[src/rtl/enemy_pkg.sv]
`default_nettype none
// ============================================================================
// Module   : enemy_pkg
// Purpose  : Shared constants, type codes, FSM encoding and the per-type speed
//            lookup for the enemy slot scheduler.
// Ports    : none (package)
// Revision : 1.0 - initial release
// ============================================================================
package enemy_pkg;

    localparam int N_SLOTS = 10;
    localparam int COORD_W = 9;
    localparam int TYPE_W  = 3;
    localparam int IDX_W   = 4;

    // Retirement threshold on the vertical coordinate
    localparam int Y_LIMIT = 480;

    // Vertical speed in pixels per frame, per enemy type
    localparam int SPD_T0  = 1;
    localparam int SPD_T1  = 2;
    localparam int SPD_T2  = 1;

    localparam logic [TYPE_W-1:0] ENEMY_T0 = 3'd0;
    localparam logic [TYPE_W-1:0] ENEMY_T1 = 3'd1;
    localparam logic [TYPE_W-1:0] ENEMY_T2 = 3'd2;

    localparam logic [IDX_W-1:0] SLOT_LIMIT = IDX_W'(N_SLOTS);
    localparam logic [IDX_W-1:0] LAST_SLOT  = IDX_W'(N_SLOTS - 1);

    typedef enum logic [0:0] {
        ST_IDLE   = 1'b0,
        ST_UPDATE = 1'b1
    } state_e;

    // Speed widened to COORD_W+1 bits so y + speed cannot wrap before the
    // Y_LIMIT comparison.
    function automatic logic [COORD_W:0] enemy_speed(input logic [TYPE_W-1:0] t);
        case (t)
            ENEMY_T1: return (COORD_W+1)'(SPD_T1);
            ENEMY_T2: return (COORD_W+1)'(SPD_T2);
            default:  return (COORD_W+1)'(SPD_T0);
        endcase
    endfunction

endpackage
`default_nettype wire

[src/rtl/enemy_free_slot_finder.sv]
`default_nettype none
// ============================================================================
// Module   : enemy_free_slot_finder
// Purpose  : Combinational priority encoder returning the lowest-index slot
//            whose alive flag is clear.
// Ports    : vi_i        - per-slot alive flags
//            free_idx_o  - lowest free slot index (0 when none free)
//            any_free_o  - at least one slot is free
// Revision : 1.0 - initial release
// ============================================================================
module enemy_free_slot_finder
    import enemy_pkg::*;
(
    input  logic [N_SLOTS-1:0] vi_i,
    output logic [IDX_W-1:0]   free_idx_o,
    output logic               any_free_o
);

    // Scan from the top down so the last hit is the lowest free index.
    always_comb begin
        free_idx_o = '0;
        any_free_o = 1'b0;
        for (int i = N_SLOTS - 1; i >= 0; i--) begin
            if (!vi_i[i]) begin
                free_idx_o = IDX_W'(i);
                any_free_o = 1'b1;
            end
        end
    end

endmodule
`default_nettype wire

[src/rtl/enemy_slot_scheduler.sv]
`default_nettype none
// ============================================================================
// Module   : enemy_slot_scheduler
// Purpose  : Owns the enemy slots feeding the pixel generator. Accepts spawns
//            over valid/ready, applies kills, and once per frame walks every
//            slot (one per cycle) advancing enemies and retiring those that
//            reach the bottom of the playfield.
// Ports    : clk_25MHz, rst_n         - clock, async active-low reset
//            frame_tick               - per-frame start pulse
//            spawn_valid/ready/type/x - spawn handshake and payload
//            hit_valid/hit_idx        - kill request
//            enemy_x/y/vi/type        - packed per-slot state buses
//            active_count             - number of alive slots
//            busy                     - frame update in progress
//            overrun                  - frame_tick seen while busy (pulse)
//            spawn_err                - spawn consumed with bad type (pulse)
// Revision : 1.0 - initial release
// ============================================================================
module enemy_slot_scheduler
    import enemy_pkg::*;
(
    input  logic        clk_25MHz,
    input  logic        rst_n,
    input  logic        frame_tick,
    input  logic        spawn_valid,
    output logic        spawn_ready,
    input  logic [2:0]  spawn_type,
    input  logic [8:0]  spawn_x,
    input  logic        hit_valid,
    input  logic [3:0]  hit_idx,
    output logic [89:0] enemy_x,
    output logic [89:0] enemy_y,
    output logic [9:0]  enemy_vi,
    output logic [29:0] enemy_type,
    output logic [3:0]  active_count,
    output logic        busy,
    output logic        overrun,
    output logic        spawn_err
);

    state_e               state_q, state_d;
    logic [IDX_W-1:0]     ptr_q, ptr_d;
    logic [COORD_W-1:0]   x_q    [N_SLOTS];
    logic [COORD_W-1:0]   x_d    [N_SLOTS];
    logic [COORD_W-1:0]   y_q    [N_SLOTS];
    logic [COORD_W-1:0]   y_d    [N_SLOTS];
    logic [TYPE_W-1:0]    type_q [N_SLOTS];
    logic [TYPE_W-1:0]    type_d [N_SLOTS];
    logic [N_SLOTS-1:0]   vi_q, vi_d;
    logic [IDX_W-1:0]     count_q, count_d;
    logic                 busy_q, overrun_q, overrun_d, spawn_err_q, spawn_err_d;
    logic [COORD_W:0]     ny_w;
    logic [IDX_W-1:0]     free_idx_w;
    logic                 any_free_w;
    logic                 spawn_fire_w;

    // Search runs on the registered flags, so a slot killed this cycle is
    // not handed to a spawn in the same cycle.
    enemy_free_slot_finder u_finder (
        .vi_i       (vi_q),
        .free_idx_o (free_idx_w),
        .any_free_o (any_free_w)
    );

    assign spawn_ready  = (state_q == ST_IDLE) && any_free_w && !frame_tick;
    assign spawn_fire_w = spawn_valid && spawn_ready;

    always_comb begin
        state_d     = state_q;
        ptr_d       = ptr_q;
        x_d         = x_q;
        y_d         = y_q;
        type_d      = type_q;
        vi_d        = vi_q;
        overrun_d   = 1'b0;
        spawn_err_d = 1'b0;
        ny_w        = '0;

        case (state_q)
            ST_IDLE: begin
                if (frame_tick) begin
                    state_d = ST_UPDATE;
                    ptr_d   = '0;
                end
            end
            ST_UPDATE: begin
                overrun_d = frame_tick;
                if (vi_q[ptr_q]) begin
                    ny_w = {1'b0, y_q[ptr_q]} + enemy_speed(type_q[ptr_q]);
                    if (ny_w >= (COORD_W+1)'(Y_LIMIT)) begin
                        vi_d[ptr_q] = 1'b0;
                    end else begin
                        y_d[ptr_q] = ny_w[COORD_W-1:0];
                    end
                end
                if (ptr_q == LAST_SLOT) begin
                    state_d = ST_IDLE;
                    ptr_d   = '0;
                end else begin
                    ptr_d = ptr_q + 1'b1;
                end
            end
            default: begin
                state_d = ST_IDLE;
                ptr_d   = '0;
            end
        endcase

        // Applied after the update so a kill overrides a same-cycle advance.
        if (hit_valid && (hit_idx < SLOT_LIMIT)) begin
            vi_d[hit_idx] = 1'b0;
        end

        // Spawns only happen in IDLE, so they never collide with an update.
        if (spawn_fire_w) begin
            if (spawn_type > ENEMY_T2) begin
                spawn_err_d = 1'b1;
            end else begin
                x_d[free_idx_w]    = spawn_x;
                y_d[free_idx_w]    = '0;
                type_d[free_idx_w] = spawn_type;
                vi_d[free_idx_w]   = 1'b1;
            end
        end

        count_d = '0;
        for (int i = 0; i < N_SLOTS; i++) begin
            count_d = count_d + IDX_W'(vi_d[i]);
        end
    end

    always_ff @(posedge clk_25MHz or negedge rst_n) begin
        if (!rst_n) begin
            state_q     <= ST_IDLE;
            ptr_q       <= '0;
            x_q         <= '{default: '0};
            y_q         <= '{default: '0};
            type_q      <= '{default: '0};
            vi_q        <= '0;
            count_q     <= '0;
            busy_q      <= 1'b0;
            overrun_q   <= 1'b0;
            spawn_err_q <= 1'b0;
        end else begin
            state_q     <= state_d;
            ptr_q       <= ptr_d;
            x_q         <= x_d;
            y_q         <= y_d;
            type_q      <= type_d;
            vi_q        <= vi_d;
            count_q     <= count_d;
            busy_q      <= (state_d == ST_UPDATE);
            overrun_q   <= overrun_d;
            spawn_err_q <= spawn_err_d;
        end
    end

    for (genvar g = 0; g < N_SLOTS; g++) begin : g_pack
        assign enemy_x[COORD_W*g +: COORD_W]  = x_q[g];
        assign enemy_y[COORD_W*g +: COORD_W]  = y_q[g];
        assign enemy_type[TYPE_W*g +: TYPE_W] = type_q[g];
    end

    assign enemy_vi     = vi_q;
    assign active_count = count_q;
    assign busy         = busy_q;
    assign overrun      = overrun_q;
    assign spawn_err    = spawn_err_q;

endmodule
`default_nettype wire
[config.mk]
export PLATFORM = sky130hd
export DESIGN_NAME = enemy_slot_scheduler
export DESIGN_NICKNAME = d
export VERILOG_FILES = /design/src/rtl/enemy_pkg.sv /design/src/rtl/enemy_free_slot_finder.sv /design/src/rtl/enemy_slot_scheduler.sv
export SDC_FILE = /design/constraint.sdc
export NUM_CORES = 1
export LEC_CHECK = 0
export BUFFER_PORTS_ARGS = -buffer_cell sky130_fd_sc_hd__buf_4
export CAP_MARGIN = 40
export CORE_ASPECT_RATIO = 1.5
export CORE_MARGIN = 2
export CORE_UTILIZATION = 54
export DETAILED_ROUTE_END_ITERATION = 8
export GPL_ROUTABILITY_DRIVEN = 0
export HOLD_SLACK_MARGIN = 0.1
export PLACE_DENSITY = 0.92
export SYNTH_ARGS = -nofsm -noshare
export SYNTH_HDL_FRONTEND = slang
export SYNTH_HIERARCHICAL = 1
export SYNTH_SLANG_ARGS = --single-unit
[constraint.sdc]
create_clock -name clk_25MHz -period 7.6 [get_ports clk_25MHz]
set_input_delay 1.52 -clock clk_25MHz [delete_from_list [all_inputs] [get_ports clk_25MHz]]
set_output_delay 1.52 -clock clk_25MHz [all_outputs]
set_load 0.02 [all_outputs]
======== Yosys cells after proc, flatten, opt, wreduce, memory -nomap -nowiden ========
Cells that the tools add are included.
storage, ports and cells
  input port bits ......................... 21
  register bits after elaboration ......... 231
operators by class
  add/subtract/negate cells ............... 11
  bitwise operators ....................... 11
  magnitude comparators ................... 13
  muxes and demuxes ....................... 66
  equality and inequality tests ........... 3
  reduce and logical (&&, ||, !) cells .... 11
operator list
  cell                                                        number
  two-way mux 90 bit                                          5
  bitwise mux 90 bit                                          2
  bitwise AND 90 bit                                          1
  inverter 90 bit                                             1
  two-way mux 10 bit                                          8
  demux 9 bit (select 4 bit)                                  2
  two-way mux 4 bit                                           12
  binary-select mux 9 bit (select 4 bit)                      1
  two-way mux 9 bit                                           4
  bitwise mux 30 bit                                          1
  adder 4 x 1 -> 4 bit                                        6
  bitwise AND 10 bit                                          2
  inverter 10 bit                                             2
  two-way mux 1 bit                                           19
  less-than comparator 4 x 5 -> 1 bit, second input constant  3
  binary-select mux 3 bit (select 4 bit)                      1
  demux 1 bit (select 4 bit)                                  3
  demux 3 bit (select 4 bit)                                  1
  >= comparator 4 x 1 -> 1 bit, second input constant         3
  adder 9 x 10 -> 10 bit                                      1
  >= comparator 10 x 9 -> 1 bit, second input constant        1
  >= comparator 5 bit, second input constant                  2
  less-than comparator 5 x 1 -> 1 bit, second input constant  2
  inverter 4 -> 5 bit                                         2
  other kinds (19)                                            30

======== Depth between registers and ports, before layout ========
  depth in word-level cells ............... 27
  mapped depth ............................ 27
  mapped depth without buffers ............ 23

======== Modules after synthesis ========
Netlist, hierarchy kept.
by module, submodules not included
  module                  sequential area each (um2)  area each (um2)  times used  cells each
  enemy_slot_scheduler    5,780.5                     10,846.7         1           977
  enemy_free_slot_finder  0.0                         91.3             1           17

======== Least setup slack after synthesis ========
No wires, ideal clock.
  path type ............................... register to register
  from .................................... reg ptr_q[0]
  to ...................................... reg count_q[2] (netlist: active_count[2])
  setup time .............................. 0.123 ns
  cell stages (with the launch flop) ...... 26
  setup slack ............................. 1.025 ns
  arrival time ............................ 6.453 ns
  data required time ...................... 7.477 ns
  path buffers ............................ 5
  path through ............................ dfrtp_1 -> buf_6 -> buf_4 -> buf_2 -> buf_1 -> clkbuf_1 -> mux4_2 -> nand2_1 -> o21ai_0 -> ha_1 -> fa_1 -> nand2b_1 -> a211o_1 -> a211oi_4 -> a21oi_1 -> nor3_1 -> o22ai_1 -> fa_1 -> fa_1 -> inv_1 -> fa_1 -> inv_1 -> ha_1 -> inv_1 -> fa_1 -> xor2_1
between the ends
  elaborated cells between the ends (all ways) .. 39
  those cells by class .................... add/sub (10); order compare (3); eq/ne (1); mux (19); bitwise (5); reduce/logical (1)
RTL lines
  what                                                   RTL line                     source
  start, declared                                        enemy_slot_scheduler.sv:42   logic [IDX_W-1:0] ptr_q, ptr_d;
  start signal, assigned                                 enemy_slot_scheduler.sv:146  ptr_q <= ptr_d;
  inverter 4 -> 5 bit (implied by the code)              enemy_slot_scheduler.sv:89   ny_w = {1'b0, y_q[ptr_q]} + enemy_speed(type_q[ptr_q]);
  binary-select mux 3 bit (select 4 bit)                 enemy_slot_scheduler.sv:89
  two-way mux 3 bit (implied by the code) (2 in series)  enemy_slot_scheduler.sv:89
  == test 3 x 1 -> 1 bit                                 enemy_pkg.sv:39              case (t)
  two-way mux 2 bit                                      enemy_pkg.sv:39
  two-way mux 10 bit                                     enemy_slot_scheduler.sv:88   if (vi_q[ptr_q]) begin
  two-way mux 10 bit                                     enemy_slot_scheduler.sv:79   case (state_q)
  adder 9 x 10 -> 10 bit                                 enemy_slot_scheduler.sv:89
  (+4 left out)                                          --
  bitwise AND 10 bit (no source line)                    --
  two-way mux 10 bit (*)                                 enemy_slot_scheduler.sv:110  if (hit_valid && (hit_idx < SLOT_LIMIT)) begin
  bitwise OR 10 bit (no source line)                     --
  two-way mux 10 bit                                     enemy_slot_scheduler.sv:116  if (spawn_type > ENEMY_T2) begin
  two-way mux 10 bit (*)                                 enemy_slot_scheduler.sv:115  if (spawn_fire_w) begin
  named net vi_d[5]                                      enemy_slot_scheduler.sv:49   logic [N_SLOTS-1:0] vi_q, vi_d;
  adder 4 x 1 -> 4 bit (*) (5 in series)                 enemy_slot_scheduler.sv:128  count_d = count_d + IDX_W'(vi_d[i]);
  named net count_d[2]                                   enemy_slot_scheduler.sv:50   logic [IDX_W-1:0] count_q, count_d;
  end signal, assigned                                   enemy_slot_scheduler.sv:151  count_q <= count_d;
  end, declared                                          enemy_slot_scheduler.sv:50
The timed path passes the listed nets; every way through them passes the cells marked *. The select of a mux whose other input is x is not followed.
A chain may end at the register's enable or synchronous reset.

======== Worst setup path after layout ========
  from .................................... reg ptr_q[1]
  to ...................................... reg count_q[2] (netlist: active_count[2])
between the ends
  elaborated cells between the ends (all ways) .. 39
  those cells by class .................... add/sub (10); order compare (3); eq/ne (1); mux (19); bitwise (5); reduce/logical (1)
RTL lines
  what                                                   RTL line
  inverter 4 -> 5 bit (implied by the code)              enemy_slot_scheduler.sv:89
  binary-select mux 3 bit (select 4 bit)                 enemy_slot_scheduler.sv:89
  two-way mux 3 bit (implied by the code) (2 in series)  enemy_slot_scheduler.sv:89
  == test 3 x 1 -> 1 bit                                 enemy_pkg.sv:39
  two-way mux 2 bit                                      enemy_pkg.sv:39
  two-way mux 10 bit                                     enemy_slot_scheduler.sv:88
  two-way mux 10 bit                                     enemy_slot_scheduler.sv:79
  adder 9 x 10 -> 10 bit                                 enemy_slot_scheduler.sv:89
  (+5 left out)                                          --
  two-way mux 10 bit (*)                                 enemy_slot_scheduler.sv:110
  bitwise OR 10 bit (no source line)                     --
  two-way mux 10 bit                                     enemy_slot_scheduler.sv:116
  two-way mux 10 bit (*)                                 enemy_slot_scheduler.sv:115
  named net vi_d[3]                                      enemy_slot_scheduler.sv:49
  adder 3 x 1 -> 4 bit (*)                               enemy_slot_scheduler.sv:128
  adder 4 x 1 -> 4 bit (*) (6 in series)                 enemy_slot_scheduler.sv:128
  named net count_d[2]                                   enemy_slot_scheduler.sv:50
Marked as above.

==> results.toml <==
[finish]
final_area_um2 = 14000
most_frequent_cells_in_the_layout = "273 x sky130_fd_sc_hd__buf_4, 229 x sky130_fd_sc_hd__dfrtp_1, 146 x sky130_fd_sc_hd__nand2_1, 90 x sky130_fd_sc_hd__mux2_2, 47 x sky130_fd_sc_hd__o21ai_0"
area.growth.synth_to_final_pct = 27.7
fin_nets = 1247
num_antenna_cells = 0
layout-drive-gt1-share_pct = 39.0
mostFrequentLayoutCell = "sky130_fd_sc_hd__buf_4"

[clocking]
cts_hold_repair.buffers = 0
buffer_cell_driving_the_clock_tree_root = "sky130_fd_sc_hd__clkbuf_16"
cts_setup_buffers = 0
cts_resized = 0
cts_made_buffers = 23
max-clock-path-buffers = 3
clk_pin_slew_worst_paths_ns = 0.06
insertion_delay_ns = 0.52
clock_sink_count = 231
tritoncts_clock_tree = "done"
clock_tree.htree_level_count = 1

[critical_path]
startpoint = "ptr_q[1]"
required_ns = 8.00
critical-path-max-stage-delay_ns = 0.56
setup.worst_path.end_class = "flip-flop"
start_kind = "flip-flop"
worst-r2r-cell-count = 22
setup_slack_of_the_most_critical_reg_to_reg_path_ns = 0.53
critPathSlowestCell = "sky130_fd_sc_hd__dfrtp_2"
worstSetupPathType = "reg -> reg"
cp_cell_sequence = "nor4b_1 > a311oi_1 > a2111o_1 > a32oi_1 > inv_1 > ha_1 > fa_1 > and4b_1 > o21ai_1 > a211oi_4 > a21oi_1 > inv_1 > a32oi_1 > fa_1 > fa_1 > inv_1 > fa_1 > inv_1 > ha_1 > inv_1 > fa_1 > xor2_1"
crit_arrival_ns = 7.47
rr_startpoint = "ptr_q[1]"
worstPathMaxFanout = 19
worst_r2r_endpoint = "active_count[2]"

[floorplan]
core.rowCount = 63
starting_density_pct = 55.3
fp.dieH_um = 178
chipWidth_um = 120
core-area_um2 = 19800
pin_count = 249
floorplan.die_area_um2 = 21400

[power_and_ir_drop]
p_comb_share_pct = 41.9
maximum_ir_drop_on_the_vdd_rail_mv = 0.325
pwr-share-seq_pct = 31.6
total_switching_power_mw = 2.04
p_leak_nw = 7.05
internal_power_mw = 3.04
powerDensity_nw_per_um2 = 364
pwr-share-clk_pct = 26.5
swShare_pct = 40.2

[sta]
timing_max_transition_violations_final = 0
max_slew_margin_pct = 35.6
min_period_over_period_pct = 93.1
finClkSkew_ns = 0.0115
timing.setup.tns_ns = 0
whs_ns = 0.472
timing.final.hold_violations = 0
finalSetupViolCount = 0
maximum_clock_frequency_mhz = 141
tightest_slew_ns = 0.966
layout_min_cycle_time_ns = 7.07
grt_setup_unrepaired = "false"

[route]
routed-via-count = 9428
detail_route.wirelength_um = 35500
detail_route.first_pass.iterations = 6
drtAntennaViolNets = 0
per_cell_via_count_in_the_routed_design = 6.32
drtIter0Drc = 938
post-route-drc-count = 0
routedWlPerCell_um = 23.8

[place]
buffer_ports.inserted = 248
dp.final_hpwl_um = 24800
post_dp_cell_area_um2 = 13100

[yosys]
yosys_warnings = 6
synth_sequential_area_ratio_pct = 52.8
post_synth_num_cell_types = 61
syn-mean-instance-area_um2 = 11.0
synth_cells = 994
count_of_flip_flops_with_a_built_in_enable_after_synthesis = 0
synth_seq_cells = 231
synth_nets = 1026
post_synth_instance_area_um2 = 10900
synth_flop_cell = "sky130_fd_sc_hd__dfrtp_1"
async_reset_ff_share_pct = 100

[global_route]
initial_antenna_violation_count = 0
grt_start_max_net_pins = 95
grt_pass1_wl_um = 53700
grt_overflow_total = 0
first_global_vias = 9593
groute.usage.overall_pct = 32.8

[run_status]
status = "complete, no violations"

[hold_path]
timing.hold.worst_path_depth = 2
hold_start = "enemy_x[58]"
worst_hold_path_type = "reg -> reg"
worstHoldEndpoint = "enemy_x[58]"

[job]
maxCapViolCount = 0
-- state kept, by name, indices dropped and copies added, names as in the netlist, 4 cells and up --
| name | flops |
|---|---|
| enemy_x | 90 |
| enemy_vi | 10 |
| enemy_type | 30 |
| ptr_q | 4 |
| active_count | 4 |
| enemy_y | 90 |
-- worst max-delay path by stage --
stage                           end  slack, ns  cells after the start
floorplan           active_count[2]       1.02                     25
global placement    active_count[2]       1.09                     22
detailed placement  active_count[2]       0.82                     22
CTS                 active_count[2]       0.65                     22
global route        active_count[2]       0.21                     22
finish              active_count[2]       0.53                     22
-- cells in the mapped netlist (8+ instances only) --
| cell | count | area, um2 |
|---|---|---|
| sky130_fd_sc_hd__nor3_1 | 11 | 55.1 |
| sky130_fd_sc_hd__a21oi_1 | 37 | 185 |
| sky130_fd_sc_hd__a31o_2 | 37 | 324 |
| sky130_fd_sc_hd__and2_1 | 12 | 75.1 |
| sky130_fd_sc_hd__nand2b_1 | 12 | 75.1 |
| sky130_fd_sc_hd__buf_2 | 17 | 85.1 |
| sky130_fd_sc_hd__clkbuf_2 | 9 | 45.0 |
| sky130_fd_sc_hd__mux4_2 | 15 | 338 |
| sky130_fd_sc_hd__inv_1 | 18 | 67.6 |
| sky130_fd_sc_hd__and3_1 | 20 | 125 |
| sky130_fd_sc_hd__nand3_1 | 37 | 185 |
| sky130_fd_sc_hd__a31oi_1 | 8 | 50.1 |
| sky130_fd_sc_hd__clkbuf_1 | 44 | 165 |
| sky130_fd_sc_hd__o21ai_0 | 47 | 235 |
| sky130_fd_sc_hd__nand2_1 | 146 | 548 |
| sky130_fd_sc_hd__mux2_2 | 90 | 1010 |
| sky130_fd_sc_hd__o21ai_1 | 10 | 50.1 |
| sky130_fd_sc_hd__dfrtp_1 | 231 | 5780 |
| sky130_fd_sc_hd__nor2b_1 | 11 | 68.8 |
| sky130_fd_sc_hd__mux2i_1 | 35 | 350 |
| sky130_fd_sc_hd__nor2_1 | 43 | 161 |
-- layer usage --
metal,vias to the layer above,track usage [%],share of wire [%]
li1,3969,-,-
met1,4590,35.9,32
met2,672,56.5,51
met3,197,7.86,10
met4,0,21.8,7.5
met5,-,0,0
-- power by group through the flow --
stage	clock (mW)	combinational [mW]	sequential (mW)
detailed placement	0	2.06	1.62
floorplan	0	1.12	1.74
global route	1.40	2.22	1.63
global placement	0	1.96	1.62
finish	1.35	2.13	1.61
CTS	1.35	2.08	1.60
-- through the flow --
stage               utilization (%)  power [mW]  std cells  worst slack [ns]
global route                   70.6        5.26       1491             0.213
CTS                            70.6        5.04       1491             0.654
global placement               65.4        3.57       1438              1.09
floorplan                         -        2.86        994              1.02
detailed placement             66.1        3.69       1450             0.822
finish                         70.6        5.09       1491             0.527
-- final cells by class --
cell class	instances	area [um2]
clock buffer	27	621
timing repair buffer	278	2130
sequential	231	5780
tap	260	325
multi-input combinational	663	4760
inverter	18	67.6
clock inverter	14	282
fill	1316	5810
-- kinds of logic (layout without fill, tap and decap cells) --
group                      count (synthesis)  in the layout  share of synthesized area (%)
and+or+nand+nor                          319            319                           13.6
DFF                                      231            231                           52.8
AOI/OAI and AO/OA                        186            186                           11.7
muxes                                    140            140                           15.6
buffers and inverters                    100            337                           3.97
adders and majority gates                 11             11                           1.74
xor gates and xnor gates                   7              7                          0.561
-- worst max-delay path, delay by kind of cell, from the launching register on --
kind                     cells  cell delay, ns
XOR/XNOR                     1            0.15
buffers and inverters        5            0.48
AND/OR/NAND/NOR              2            0.78
flip-flops                   1            0.56
AO/OA/AOI/OAI                7            2.16
adder cells (fa/ha/maj)      7            2.81
Power figures use the tool's default switching activity.
